### config.mk
export PLATFORM = sky130hd
export DESIGN_NAME = control_unit
export DESIGN_NICKNAME = d
export VERILOG_FILES = /design/src/rtl/control_unit.sv
export SDC_FILE = /design/constraint.sdc
export NUM_CORES = 1
export LEC_CHECK = 0
export ABC_CLOCK_PERIOD_IN_PS = 2200
export BUFFER_PORTS_ARGS = -buffer_cell sky130_fd_sc_hd__buf_2
export CAP_MARGIN = 20
export CORE_UTILIZATION = 37
export CTS_CLUSTER_DIAMETER = 80
export CTS_CLUSTER_SIZE = 14
export DETAILED_ROUTE_END_ITERATION = 10
export GPL_ROUTABILITY_DRIVEN = 0
export PLACE_DENSITY = 0.77
export SETUP_SLACK_MARGIN = 0.5
export SLEW_MARGIN = 20
export SYNTH_ARGS = -nofsm -noshare
export SYNTH_HDL_FRONTEND = slang
export SYNTH_SLANG_ARGS = --single-unit
### constraint.sdc
create_clock -name clk -period 2.2 [get_ports clk]
set_input_delay 0.44 -clock clk [delete_from_list [all_inputs] [get_ports clk]]
set_output_delay 0.44 -clock clk [all_outputs]
set_load 0.05 [all_outputs]
### src/rtl/control_unit.sv
// RV32I ID-stage control decoder with a one-deep registered copy of the memory-side controls.
// Define CONTROL_UNIT_ILLEGAL_DETECT_EN to drive illegal_instr; otherwise that port is tied to 0.
module control_unit #(
    parameter int XLEN = 32
) (
    input  logic            clk,
    input  logic            Reset,
    input  logic [31:0]     Instruction,
    input  logic [XLEN-1:0] PC,
    output logic [XLEN-1:0] PC_Plus4,
    output logic            ID_load_Instr,
    output logic            ID_RF_enable,
    output logic            RAM_Enable,
    output logic            RAM_RW,
    output logic            RAM_SE,
    output logic [1:0]      RAM_Size,
    output logic            jump_instr,
    output logic            JALR_Instr,
    output logic            JAL_Instr,
    output logic            AUIPC_Instr,
    output logic [2:0]      ID_shift_imm,
    output logic [3:0]      ID_ALU_op,
    output logic [9:0]      Comb_OpFunct,
    output logic            Mem_load_Instr,
    output logic            Mem_RF_enable,
    output logic            Mem_RAM_Enable,
    output logic            Mem_RAM_RW,
    output logic            Mem_RAM_SE,
    output logic [1:0]      Mem_RAM_Size,
    output logic            illegal_instr
);

    localparam logic [6:0] OPC_LOAD   = 7'b0000011;
    localparam logic [6:0] OPC_OP_IMM = 7'b0010011;
    localparam logic [6:0] OPC_AUIPC  = 7'b0010111;
    localparam logic [6:0] OPC_STORE  = 7'b0100011;
    localparam logic [6:0] OPC_OP     = 7'b0110011;
    localparam logic [6:0] OPC_LUI    = 7'b0110111;
    localparam logic [6:0] OPC_BRANCH = 7'b1100011;
    localparam logic [6:0] OPC_JALR   = 7'b1100111;
    localparam logic [6:0] OPC_JAL    = 7'b1101111;

    typedef enum logic [3:0] {
        ALU_ADD    = 4'b0000,
        ALU_SUB    = 4'b0001,
        ALU_AND    = 4'b0010,
        ALU_OR     = 4'b0011,
        ALU_XOR    = 4'b0100,
        ALU_SLL    = 4'b0101,
        ALU_SRL    = 4'b0110,
        ALU_SRA    = 4'b0111,
        ALU_SLT    = 4'b1000,
        ALU_SLTU   = 4'b1001,
        ALU_PASS_B = 4'b1010,
        ALU_PASS_A = 4'b1011
    } alu_op_e;

    typedef enum logic [2:0] {
        OPND_RS2   = 3'b000,
        OPND_IMM_I = 3'b001,
        OPND_IMM_S = 3'b010,
        OPND_IMM_B = 3'b011,
        OPND_IMM_U = 3'b100,
        OPND_IMM_J = 3'b101,
        OPND_SHAMT = 3'b110
    } opnd_sel_e;

    typedef struct packed {
        logic       load;
        logic       rf_en;
        logic       ram_en;
        logic       ram_rw;
        logic       ram_se;
        logic [1:0] ram_size;
    } mem_ctrl_t;

    typedef struct packed {
        mem_ctrl_t mem;
        logic      jump;
        logic      jalr;
        logic      jal;
        logic      auipc;
        opnd_sel_e opnd;
        alu_op_e   alu;
    } decode_t;

    logic [6:0] opcode;
    logic [2:0] funct3;
    logic [6:0] funct7;
    decode_t    dec;
    logic       legal;
    mem_ctrl_t  mem_d;
    mem_ctrl_t  mem_q;
    logic       unused_instr_bits;

    assign opcode = Instruction[6:0];
    assign funct3 = Instruction[14:12];
    assign funct7 = Instruction[31:25];

    // Register and immediate fields are consumed downstream, not by the decoder.
    assign unused_instr_bits = ^{Instruction[24:15], Instruction[11:7]};

    assign PC_Plus4     = PC + XLEN'(4);
    assign Comb_OpFunct = {opcode, funct3};

    always_comb begin
        // NOTE: defaults first, so any path the case leaves unassigned cannot infer a latch.
        dec   = '0;
        legal = 1'b0;
        case (opcode)
            OPC_OP_IMM: begin
                dec.mem.rf_en = 1'b1;
                dec.opnd      = OPND_IMM_I;
                legal         = 1'b1;
                case (funct3)
                    3'b000: dec.alu = ALU_ADD;
                    3'b010: dec.alu = ALU_SLT;
                    3'b011: dec.alu = ALU_SLTU;
                    3'b100: dec.alu = ALU_XOR;
                    3'b110: dec.alu = ALU_OR;
                    3'b111: dec.alu = ALU_AND;
                    3'b001: begin
                        dec.alu  = ALU_SLL;
                        dec.opnd = OPND_SHAMT;
                        legal    = (funct7 == 7'h00);
                    end
                    default: begin
                        dec.alu  = funct7[5] ? ALU_SRA : ALU_SRL;
                        dec.opnd = OPND_SHAMT;
                        legal    = (funct7 == 7'h00) || (funct7 == 7'h20);
                    end
                endcase
            end
            OPC_OP: begin
                dec.mem.rf_en = 1'b1;
                dec.opnd      = OPND_RS2;
                // funct7[5] is only meaningful for ADD/SUB and SRL/SRA.
                legal = (funct7 == 7'h00) ||
                        ((funct7 == 7'h20) && ((funct3 == 3'b000) || (funct3 == 3'b101)));
                case (funct3)
                    3'b000:  dec.alu = funct7[5] ? ALU_SUB : ALU_ADD;
                    3'b001:  dec.alu = ALU_SLL;
                    3'b010:  dec.alu = ALU_SLT;
                    3'b011:  dec.alu = ALU_SLTU;
                    3'b100:  dec.alu = ALU_XOR;
                    3'b101:  dec.alu = funct7[5] ? ALU_SRA : ALU_SRL;
                    3'b110:  dec.alu = ALU_OR;
                    default: dec.alu = ALU_AND;
                endcase
            end
            OPC_LOAD: begin
                dec.mem.load     = 1'b1;
                dec.mem.rf_en    = 1'b1;
                dec.mem.ram_en   = 1'b1;
                dec.mem.ram_rw   = 1'b0;
                dec.mem.ram_size = funct3[1:0];
                dec.mem.ram_se   = ~funct3[2];
                dec.alu          = ALU_ADD;
                dec.opnd         = OPND_IMM_I;
                legal            = (funct3 == 3'b000) || (funct3 == 3'b001) || (funct3 == 3'b010) ||
                                   (funct3 == 3'b100) || (funct3 == 3'b101);
            end
            OPC_STORE: begin
                dec.mem.ram_en   = 1'b1;
                dec.mem.ram_rw   = 1'b1;
                dec.mem.ram_size = funct3[1:0];
                dec.alu          = ALU_ADD;
                dec.opnd         = OPND_IMM_S;
                legal            = (funct3[2] == 1'b0) && (funct3[1:0] != 2'b11);
            end
            OPC_BRANCH: begin
                dec.jump = 1'b1;
                dec.alu  = ALU_SUB;
                dec.opnd = OPND_IMM_B;
                legal    = (funct3[2:1] != 2'b01);
            end
            OPC_JAL: begin
                dec.jump      = 1'b1;
                dec.jal       = 1'b1;
                dec.mem.rf_en = 1'b1;
                dec.alu       = ALU_PASS_A;
                dec.opnd      = OPND_IMM_J;
                legal         = 1'b1;
            end
            OPC_JALR: begin
                dec.jump      = 1'b1;
                dec.jalr      = 1'b1;
                dec.mem.rf_en = 1'b1;
                dec.alu       = ALU_PASS_A;
                dec.opnd      = OPND_IMM_I;
                legal         = (funct3 == 3'b000);
            end
            OPC_LUI: begin
                dec.mem.rf_en = 1'b1;
                dec.alu       = ALU_PASS_B;
                dec.opnd      = OPND_IMM_U;
                legal         = 1'b1;
            end
            OPC_AUIPC: begin
                dec.mem.rf_en = 1'b1;
                dec.auipc     = 1'b1;
                dec.alu       = ALU_ADD;
                dec.opnd      = OPND_IMM_U;
                legal         = 1'b1;
            end
            default: legal = 1'b0;
        endcase
        // Unsupported encodings must look like a bubble to every consumer.
        if (!legal) begin
            dec = '0;
        end
    end

    assign ID_load_Instr = dec.mem.load;
    assign ID_RF_enable  = dec.mem.rf_en;
    assign RAM_Enable    = dec.mem.ram_en;
    assign RAM_RW        = dec.mem.ram_rw;
    assign RAM_SE        = dec.mem.ram_se;
    assign RAM_Size      = dec.mem.ram_size;
    assign jump_instr    = dec.jump;
    assign JALR_Instr    = dec.jalr;
    assign JAL_Instr     = dec.jal;
    assign AUIPC_Instr   = dec.auipc;
    assign ID_shift_imm  = dec.opnd;
    assign ID_ALU_op     = dec.alu;

`ifdef CONTROL_UNIT_ILLEGAL_DETECT_EN
    assign illegal_instr = ~legal;
`else
    assign illegal_instr = 1'b0;
`endif

    always_comb begin
        mem_d = dec.mem;
    end

    always_ff @(posedge clk or negedge Reset) begin
        // NOTE: non-blocking assignment keeps every flop sampling pre-edge values.
        if (!Reset) begin
            mem_q <= '0;
        end else begin
            mem_q <= mem_d;
        end
    end

    assign Mem_load_Instr = mem_q.load;
    assign Mem_RF_enable  = mem_q.rf_en;
    assign Mem_RAM_Enable = mem_q.ram_en;
    assign Mem_RAM_RW     = mem_q.ram_rw;
    assign Mem_RAM_SE     = mem_q.ram_se;
    assign Mem_RAM_Size   = mem_q.ram_size;

endmodule

==> flow_summary.yaml, run 1 <==
synth:
  synth_area_per_cell_um2: 7.42
  syn-cell-area_um2: 1420
  synth_cells: 191
  syn_nets: 258
  ys.flop_type: "dfrtp_1"
  synth_top_area_share_pct: 12.4
  ys_async_sr_fraction_pct: 100
  synth_edf_count: 0
  ys_seq_area_share_pct: 12.4
  yosysTopAreaCell: "dfrtp_1"
  ys_ff_latch: 7
  synthDistinctLibCells: 55
  yosys_warnings: 0
  yosys-top-cells-area: "dfrtp_1 (12%), xnor2_1 (8.6%), xor2_1 (8.6%), buf_4 (7.4%), nand2_1 (4.5%)"
floorplanning:
  start_util_pct: 38.7
  die-height_um: 63.9
  rows: 22
  die_w_um: 63.9
  pin_count: 134
clock_tree:
  holdBufCountCts: 0
  cts_sinks: 7
  cts_resized: 181
  root_buffer: "clkbuf_8"
  cts_setup_buffers: 14
  cts_buffers: 3
  clock_path_buffers: 2
  htree_levels: 1
place:
  port_buffers: 113
  dp.final_hpwl_mm: 5.37
outcome:
  lastStage: "4_1_cts"
  error: "[ERROR DPL-0038] Utilization greater than 100%, impossible to legalize"
  status: "stopped before the end"
## synthesized netlist by cell type (6+ instances only)
library cell / number
nand2_1: 17
buf_4: 14
xnor2_1: 14
xor2_1: 14
a21oi_1: 10
nand3_1: 10
nor2_1: 10
nor3_1: 10
inv_1: 8
dfrtp_1: 7
nand4_1: 7
and4_1: 6
## cell families after synthesis
| family | share of synthesized area, % |
|---|---|
| simple gates | 38.1 |
| compound gates | 18.0 |
| buf+inv | 13.1 |
| xor+xnor | 17.3 |
| flops | 12.4 |
| fa+ha+maj | 0.882 |
| other cells | 0.265 |
## per-stage QoR
stage / cells / cell area (um2) / setup WS, ps / hold slack, ps
global placement: 408 / 3300 / -387 / 272
detailed placement: 408 / 3300 / -413 / 275
floorplan: 191 / 2260 / -794 / 144
==> run 2: changes to the inputs <==
--- a/config.mk
+++ b/config.mk
@@ -8,13 +8,10 @@
 export ABC_CLOCK_PERIOD_IN_PS = 2200
 export BUFFER_PORTS_ARGS = -buffer_cell sky130_fd_sc_hd__buf_2
 export CAP_MARGIN = 20
-export CORE_UTILIZATION = 37
-export CTS_CLUSTER_DIAMETER = 80
-export CTS_CLUSTER_SIZE = 14
+export CORE_UTILIZATION = 25
 export DETAILED_ROUTE_END_ITERATION = 10
 export GPL_ROUTABILITY_DRIVEN = 0
-export PLACE_DENSITY = 0.77
-export SETUP_SLACK_MARGIN = 0.5
+export PLACE_DENSITY_LB_ADDON = 0.15
 export SLEW_MARGIN = 20
 export SYNTH_ARGS = -nofsm -noshare
 export SYNTH_HDL_FRONTEND = slang
==> run 2 against run 1 <==
Compared with the run above:
- the flow now finishes, with violations (setup timing)
- area after synthesis stayed put
- synthesized cell count is the same
==> flow_summary.yaml, run 2 <==
outcome:
  status: "finished, violations left"
  violations: "setup timing"
synth:
  muxShareOfSynthArea_pct: 0
  synth_common_cells: "nand2_1 (17), buf_4 (14), xnor2_1 (14), xor2_1 (14)"
  synth_edf_count: 0
  synthDistinctLibCells: 55
  yosys-top-cells-area: "dfrtp_1 (12%), xnor2_1 (8.6%), xor2_1 (8.6%), buf_4 (7.4%), nand2_1 (4.5%)"
  syn_nets: 258
  ys_async_sr_fraction_pct: 100
  synth_cells: 191
  synth_xor_area_share_pct: 17.3
  synth_top_area_share_pct: 12.4
  yosys_warnings: 0
  synth_top_family_by_area: "simple AND/OR/NAND/NOR gates"
  yosys.area_share.simple_pct: 38.1
  yosysMostFrequentCell: "nand2_1"
  syn-cell-area_um2: 1420
  yosysTopAreaCell: "dfrtp_1"
  ys_seq_area_share_pct: 12.4
  synth_adder_area_share_pct: 0.883
  synth_compound_area_share_pct: 18.0
  ys_ff_latch: 7
  synth_area_per_cell_um2: 7.42
  ys.flop_type: "dfrtp_1"
grt:
  grt_pass1_wl_mm: 9.11
  antenna_found_initial: 0
  grtUsageTotal_pct: 18.7
  grt_max_degree: 15
  grt_pass1_vias: 1949
  overflow: 0
sta:
  finalWorstSetupSlack_ps: -228
  max_freq_mhz: 412
  finalSetupViolCount: 18
  fin_crit_ps: 2430
  rsz0062_at_grt: "true"
  fin_crit_sh_pct: 110
  drv_slew: 0
  holdWs_ps: 42.3
  fin_tns_setup_ps: -2120
  hold_viol: 0
route:
  routed-via-count: 2060
  initialDrtViolationCount: 43
  vias_per_cell: 4.74
  wl_per_cell_um: 13.1
  dr.pass1.iters: 4
  ant_nets: 0
  drc_errors: 0
  drt-total-wl_mm: 5.72
floorplanning:
  die_w_um: 77.3
  core-area_um2: 5470
  die-area_um2: 5980
  start_util_pct: 25.9
  rows: 27
  pin_count: 134
  die-height_um: 77.3
critical_path:
  max_stage_delay_ps: 530
  crit_arrival_ps: 1990
  cp_cell_sequence: "buf_6 -> or4_4 -> nor3_4 -> a32oi_4 -> buf_6 -> a22oi_2 -> buf_6"
  cpMostUsedCell: "buf_6"
  cpLargestDelayFamily: "simple AND/OR/NAND/NOR gates"
  critPathBufInv: 3
  cp.required_ps: 1760
  critPathLaunchType: "input pin"
  crit_type: "input pin to output pin"
  cp-end-kind: "output pin"
  worstPathMaxFanout: 6
  crit_path_top_delay_cell: "or4_4"
clock_tree:
  htree_levels: 1
  cts_tree: "done"
  cts_sinks: 7
  root_buffer: "clkbuf_8"
  clock_path_buffers: 2
  cts_buffers: 3
  holdBufCountCts: 0
  clk_pin_slew_ps: 40
min_path:
  hold_path.class: "input pin to asynchronous set/reset pin"
cells_and_area:
  final_common_cell: "buf_4"
  largest_reg_flops: 2
  insertedDiodeCount: 0
  layout_common_cells: "buf_4 (71), buf_2 (63), buf_6 (49)"
  area_growth_pct: 145
  fill_cells: 467
  final_nets: 431
  drive_gt1_share_pct: 73.0
pwr:
  ir_drop_uv: 195
  power_mw: 0.845
  power.leakage_nw: 1.69
  p_per_area_nw_per_um2: 243
place:
  dp.final_hpwl_mm: 4.32
  port_buffers: 113
job:
  drv_cap: 0
==> run 2: cell counts after synthesis <==
No cell type changed its count.
==> run 2: worst max path at each step <==
stage | from | endpoint | slack, ps | cells past startpoint
final | Instruction[28] | ID_shift_imm[2] | -230 | 7
after detailed placement | Instruction[28] | ID_shift_imm[2] | -410 | 7
after global placement | Instruction[28] | ID_shift_imm[2] | -390 | 7
after global routing | Instruction[28] | ID_shift_imm[2] | -280 | 7
after CTS | Instruction[28] | ID_shift_imm[2] | -190 | 7
after floorplan | Instruction[14] | ID_RF_enable | -790 | 5
==> run 2: timing repair <==
item,4_1_cts,5_1_grt
setup endpoints to repair,32,33
setup buffers,6,6
resized for setup,95,42
pin swaps,20,15
gates cloned,1,0
==> run 2: kinds of logic (layout without fill, tap and decap cells) <==
kind of cell               Yosys count  in the layout
AOI/OAI and AO/OA                   33             33
and+or+nand+nor                     91             91
other                                1              1
xor gates and xnor gates            28             28
buffers and inverters               30            202
adders and majority gates            1              1
DFF                                  7              7
==> run 2: per-layer routing <==
metal  vias to the layer above  track usage (%)  wire, um
li1                       1013                -         -
met1                       971             23.3      2360
met2                        72             34.7      3060
met3                         4             2.02       263
met4                         0             2.83        34
met5                         -                0         0
==> run 2: cell type report <==
type | count | area [um2] | share of cell area, %
clock buffer | 4 | 45.0 | 1.30
sequential | 7 | 175 | 5.04
tap | 72 | 90.1 | 2.59
multi-input combinational | 154 | 1630 | 46.8
timing repair buffer | 190 | 1510 | 43.4
inverter | 8 | 30.0 | 0.864
==> run 2: where the power goes <==
group	internal, mW	leakage [nW]	switching [mW]	total, mW
Sequential	0.130	0.0978	0.0000489	0.130
Clock	0.125	0.0228	0.0485	0.173
Combinational	0.221	1.57	0.321	0.542
==> run 2: stage by stage <==
step                      cell area [um2]  cells  setup slack [ps]  utilization [%]
after floorplan                      1810    191              -794                -
after global placement               2810    420              -390             51.4
after detailed placement             2810    420              -408             51.4
after CTS                            3290    431              -191             60.1
after global routing                 3480    435              -282             63.5
final                                3480    435              -228             63.5
No activity file was read; power rests on OpenSTA's default activity.
==> run 3: changes to the inputs <==
--- a/config.mk
+++ b/config.mk
@@ -8,7 +8,7 @@
 export ABC_CLOCK_PERIOD_IN_PS = 2200
 export BUFFER_PORTS_ARGS = -buffer_cell sky130_fd_sc_hd__buf_2
 export CAP_MARGIN = 20
-export CORE_UTILIZATION = 25
+export CORE_UTILIZATION = 37
 export DETAILED_ROUTE_END_ITERATION = 10
 export GPL_ROUTABILITY_DRIVEN = 0
 export PLACE_DENSITY_LB_ADDON = 0.15
==> run 3 against run 2 <==
Compared with the run above:
- the flow still finishes with violations (setup timing)
- cell area is 0.32% higher
- via count is 27% higher
- critical endpoint is now ID_ALU_op[3]
- global-route usage is 14 points higher
- worst hold slack worse by 8.3 ps
- setup slack worse by 100 ps
- largest cell class unchanged
- die area is 32% lower
- non-clock buffer count is 9 higher
==> flow_summary.yaml, run 3 (synthesis gave the netlist of run 2 again) <==
cells_and_area:
  drive_gt1_share_pct: 73.1
  layout_common_cells: "buf_4 (83), buf_2 (64), buf_6 (44)"
  area_growth_pct: 146
  final_cells: 420
  multiInputGateArea_um2: 1630
  final_common_cell: "buf_4"
  largest_reg_flops: 2
  final_nets: 440
  seq_area_um2: 175
  insertedDiodeCount: 0
  fill_cells: 87
sta:
  hold_viol: 0
  finalWorstSetupSlack_ps: -329
  drv_slew: 0
  fin_tns_setup_ps: -4070
  finalSetupViolCount: 24
  fin_crit_sh_pct: 115
  fin_crit_ps: 2530
  max_freq_mhz: 395
  rsz0062_at_grt: "true"
route:
  dr.pass1.iters: 7
  wl_per_cell_um: 23.7
  vias_per_cell: 6.23
  ant_nets: 0
  routed-via-count: 2615
  drt-total-wl_mm: 9.97
  drc_errors: 0
  initialDrtViolationCount: 287
min_path:
  hold_path.class: "input pin to asynchronous set/reset pin"
pwr:
  ir_drop_uv: 165
  power.leakage_nw: 1.70
  power_mw: 0.934
  p_per_area_nw_per_um2: 268
floorplanning:
  die-height_um: 63.9
  start_util_pct: 38.7
  pin_count: 134
  core-area_um2: 3660
  die-area_um2: 4080
  die_w_um: 63.9
  rows: 22
job:
  drv_cap: 0
grt:
  grt_max_degree: 9
  overflow: 0
  grtUsageTotal_pct: 32.2
  grt_pass1_wl_mm: 10.3
  antenna_found_initial: 1
  grt_pass1_vias: 2235
clock_tree:
  holdBufCountCts: 0
  cts_sinks: 7
  root_buffer: "clkbuf_8"
  htree_levels: 1
  cts_tree: "done"
  clock_path_buffers: 2
  cts_buffers: 3
  clk_pin_slew_ps: 50
critical_path:
  cp-end-kind: "output pin"
  crit_arrival_ps: 2090
  worstPathMaxFanout: 8
  setup.worst_path.start: "Instruction[27]"
  cp.required_ps: 1760
  crit_type: "input pin to output pin"
  endpoint: "ID_ALU_op[3]"
  critPathLaunchType: "input pin"
place:
  pre_cts_slack_ps: -464
  dp.final_hpwl_mm: 4.27
  port_buffers: 113
  place_inst: 398
outcome:
  violations: "setup timing"
  status: "finished, violations left"
-- run 3: cell types whose count changed in the layout (fill, tap and decap cells not counted), moves of 2 or more --
cell,change
nand3_4,-2
a21oi_4,+2
clkbuf_4,+2
buf_4,+12
buf_6,-5
nand3_1,+2
a21oi_2,-2
-- run 3: timing repair --
action	in CTS	in global routing
buffers inserted	10	11
pin swaps	17	19
gates resized for setup	80	47
setup endpoints to repair	30	32
-- run 3: area by class of cell --
cell class                      count  share of cell area [%]
Tap cell                           48                    1.72
Clock buffer                        4                    1.29
Sequential cell                     7                    5.02
Timing Repair Buffer              199                    44.4
Multi-Input combinational cell    154                    46.7
Inverter                            8                   0.861
-- run 3: worst min-delay path by stage --
stage / slack (ps) / end
2_1_floorplan: 140 / Mem_RAM_Enable$_DFF_PN0_
3_3_place_gp: 270 / Mem_RAM_Size[1]$_DFF_PN0_
3_5_place_dp: 280 / Mem_RF_enable$_DFF_PN0_
4_1_cts: 40 / Mem_load_Instr$_DFF_PN0_
5_1_grt: 40 / Mem_load_Instr$_DFF_PN0_
6_report: 30 / Mem_load_Instr$_DFF_PN0_
-- run 3: power by group --
part	internal, mW	total (mW)	leakage [nW]	switching, mW
clock	0.127	0.200	0.0228	0.0733
sequential	0.129	0.129	0.0978	0.000114
combinational	0.232	0.605	1.58	0.372
total	0.488	0.934	1.70	0.446
-- run 3: routing by layer --
layer | vias to the layer above | global-route usage, % | share of wire [%]
met1 | 1178 | 33.2 | 31
met2 | 300 | 59.8 | 49
met3 | 110 | 7.50 | 11
met5 | - | 0 | 0
met4 | 0 | 16.5 | 9.0
li1 | 1027 | - | -
-- run 3: critical path: stages --
cell     delay [ps]
buf_8           110
or4_4           550
nor3_4          180
a32oi_4         200
buf_6           210
a21oi_2         210
buf_6           190
-- run 3: stage by stage --
step           area (um2)  util [%]  hold WS, ps
5_1_grt              3490      95.3         40.8
3_3_place_gp         2780      76.0          273
6_report             3490      95.3         33.9
4_1_cts              3210      87.8         38.0
3_5_place_dp         2780      76.0          277
2_1_floorplan        1810         -          144
==> run 4: changes to the inputs <==
--- a/config.mk
+++ b/config.mk
@@ -5,13 +5,14 @@
 export SDC_FILE = /design/constraint.sdc
 export NUM_CORES = 1
 export LEC_CHECK = 0
-export ABC_CLOCK_PERIOD_IN_PS = 2200
+export ABC_CLOCK_PERIOD_IN_PS = 2500
 export BUFFER_PORTS_ARGS = -buffer_cell sky130_fd_sc_hd__buf_2
 export CAP_MARGIN = 20
 export CORE_UTILIZATION = 37
 export DETAILED_ROUTE_END_ITERATION = 10
 export GPL_ROUTABILITY_DRIVEN = 0
 export PLACE_DENSITY_LB_ADDON = 0.15
+export RECOVER_POWER = 50
 export SLEW_MARGIN = 20
 export SYNTH_ARGS = -nofsm -noshare
 export SYNTH_HDL_FRONTEND = slang
==> constraint.sdc (replaced) <==
create_clock -name clk -period 2.5 [get_ports clk]
set_input_delay 0.5 -clock clk [delete_from_list [all_inputs] [get_ports clk]]
set_output_delay 0.5 -clock clk [all_outputs]
set_load 0.05 [all_outputs]
==> run 4 against run 3 <==
Compared with the run above:
- cell area fell by 22%
- clock power fell by 22%
- first-iteration DRC count fell by 77%
- critical path depth rose by 1
- setup slack improved by 270 ps
- the run still ends with setup timing left
==> flow_summary.yaml, run 4 (synthesis gave the netlist of run 2 again) <==
critical_path:
  critPathBufInv: 4
  endpoint: "RAM_Size[1]"
  cpMostUsedCell: "buf_6"
  crit_type: "input pin to output pin"
  crit_arrival_ps: 2060
  cp.required_ps: 2000
  cp_cell_sequence: "buf_6 -> or4_4 -> nor3_4 -> a32oi_1 -> buf_4 -> buf_12 -> a21oi_2 -> buf_6"
  setup.worst_path.start: "Instruction[31]"
  path_depth: 8
  crit_path_top_delay_cell: "or4_4"
  max_stage_delay_ps: 530
  cpLargestDelayFamily: "simple AND/OR/NAND/NOR gates"
  cp-end-kind: "output pin"
  worstPathMaxFanout: 8
  critPathLaunchType: "input pin"
job:
  drv_cap: 0
floorplanning:
  core-area_um2: 3660
  die-area_um2: 4080
  start_util_pct: 38.7
  rows: 22
  die-height_um: 63.9
  die_w_um: 63.9
  pin_count: 134
cells_and_area:
  multiInputGateArea_um2: 1370
  fill_cells: 307
  final_nets: 401
  area_growth_pct: 92.3
  fin_util_pct: 74.5
  insertedDiodeCount: 0
  layout_common_cells: "buf_2 (80), buf_4 (48), nand2_1 (17)"
  post-route-cell-area_um2: 2730
  seq_area_um2: 175
  final_cells: 381
  largest_reg_flops: 2
  drive_gt1_share_pct: 63.4
  final_common_cell: "buf_2"
clock_tree:
  clk_pin_slew_ps: 40
  clock_path_buffers: 2
  holdBufCountCts: 0
  root_buffer: "clkbuf_8"
  cts_tree: "done"
  cts_buffers: 3
  htree_levels: 1
  cts_sinks: 7
route:
  ant_nets: 0
  dr.pass1.iters: 4
  drt-total-wl_mm: 4.85
  wl_per_cell_um: 12.7
  wl_met2_mm: 2.41
  topRoutingLayerUsed: "met4"
  met1_length_mm: 2.06
  routed-via-count: 1927
  initialDrtViolationCount: 65
  wl_met3_um: 353
  drc_errors: 0
  vias_per_cell: 5.06
place:
  place_area_um2: 2400
  port_buffers: 113
  place_inst: 372
  dp.final_hpwl_mm: 3.81
sta:
  fin_crit_ps: 2560
  drv_slew: 0
  fin_crit_sh_pct: 102
  finalSetupViolCount: 8
  rsz0062_at_grt: "true"
  finalWorstSetupSlack_ps: -59.6
  max_freq_mhz: 391
  slew_headroom_pct: 60.3
  tightestPinTransition_ps: 598
  hold_viol: 0
grt:
  grt_pass1_vias: 1781
  grt_pass1_wl_mm: 7.57
  overflow: 0
  antenna_found_initial: 0
  grt_max_degree: 15
  grtUsageTotal_pct: 22.9
min_path:
  hold_path.class: "input pin to asynchronous set/reset pin"
pwr:
  p_per_area_nw_per_um2: 244
  power.leakage_nw: 1.25
  ir_drop_uv: 135
outcome:
  violations: "setup timing"
  status: "finished, violations left"
==> run 4: area by class of cell <==
| class | instances | share of cell area [%] |
|---|---|---|
| timing repair buffer | 160 | 38.5 |
| clock buffer | 4 | 1.65 |
| multi-input combinational | 154 | 50.2 |
| sequential | 7 | 6.42 |
| tap | 48 | 2.20 |
| inverter | 8 | 1.10 |
==> run 4: routing by layer <==
metal / global-route usage [%] / vias to the layer above
li1: - / 950
met1: 29.5 / 882
met2: 39.0 / 91
met3: 4.29 / 4
met4: 5.68 / 0
met5: 0 / -
==> run 4: worst min path at each step <==
stage                               end  slack, ps  cells past startpoint
6_report           Mem_RAM_SE$_DFF_PN0_        150                      1
5_1_grt            Mem_RAM_SE$_DFF_PN0_        190                      1
4_1_cts            Mem_RAM_SE$_DFF_PN0_         90                      1
3_5_place_dp       Mem_RAM_RW$_DFF_PN0_        340                      1
3_3_place_gp    Mem_RF_enable$_DFF_PN0_        330                      1
2_1_floorplan  Mem_RAM_Enable$_DFF_PN0_        200                      0
==> run 4: through the flow <==
step | hold WS, ps | TNS [ps] | setup WS (ps) | power (mW)
after global routing | 187 | -979 | -120 | 0.703
after floorplan | 204 | -8570 | -614 | 0.367
final | 151 | -235 | -59.6 | 0.666
after CTS | 94.2 | -751 | -110 | 0.656
after global placement | 331 | -2070 | -240 | 0.487
after detailed placement | 336 | -2510 | -277 | 0.489
==> run 4: where the power goes <==
part	internal [mW]	total [mW]	switching, mW
combinational	0.134	0.395	0.262
sequential	0.114	0.114	0.0000462
clock	0.110	0.156	0.0464
total	0.358	0.666	0.308
==> run 4: repair_timing <==
item,in CTS,in global routing
gates cloned,0,0
resized for setup,33,37
endpoints found under the setup margin,14,26
pin swaps,7,7
endpoints found under the hold margin,0,0
buffers inserted,2,3
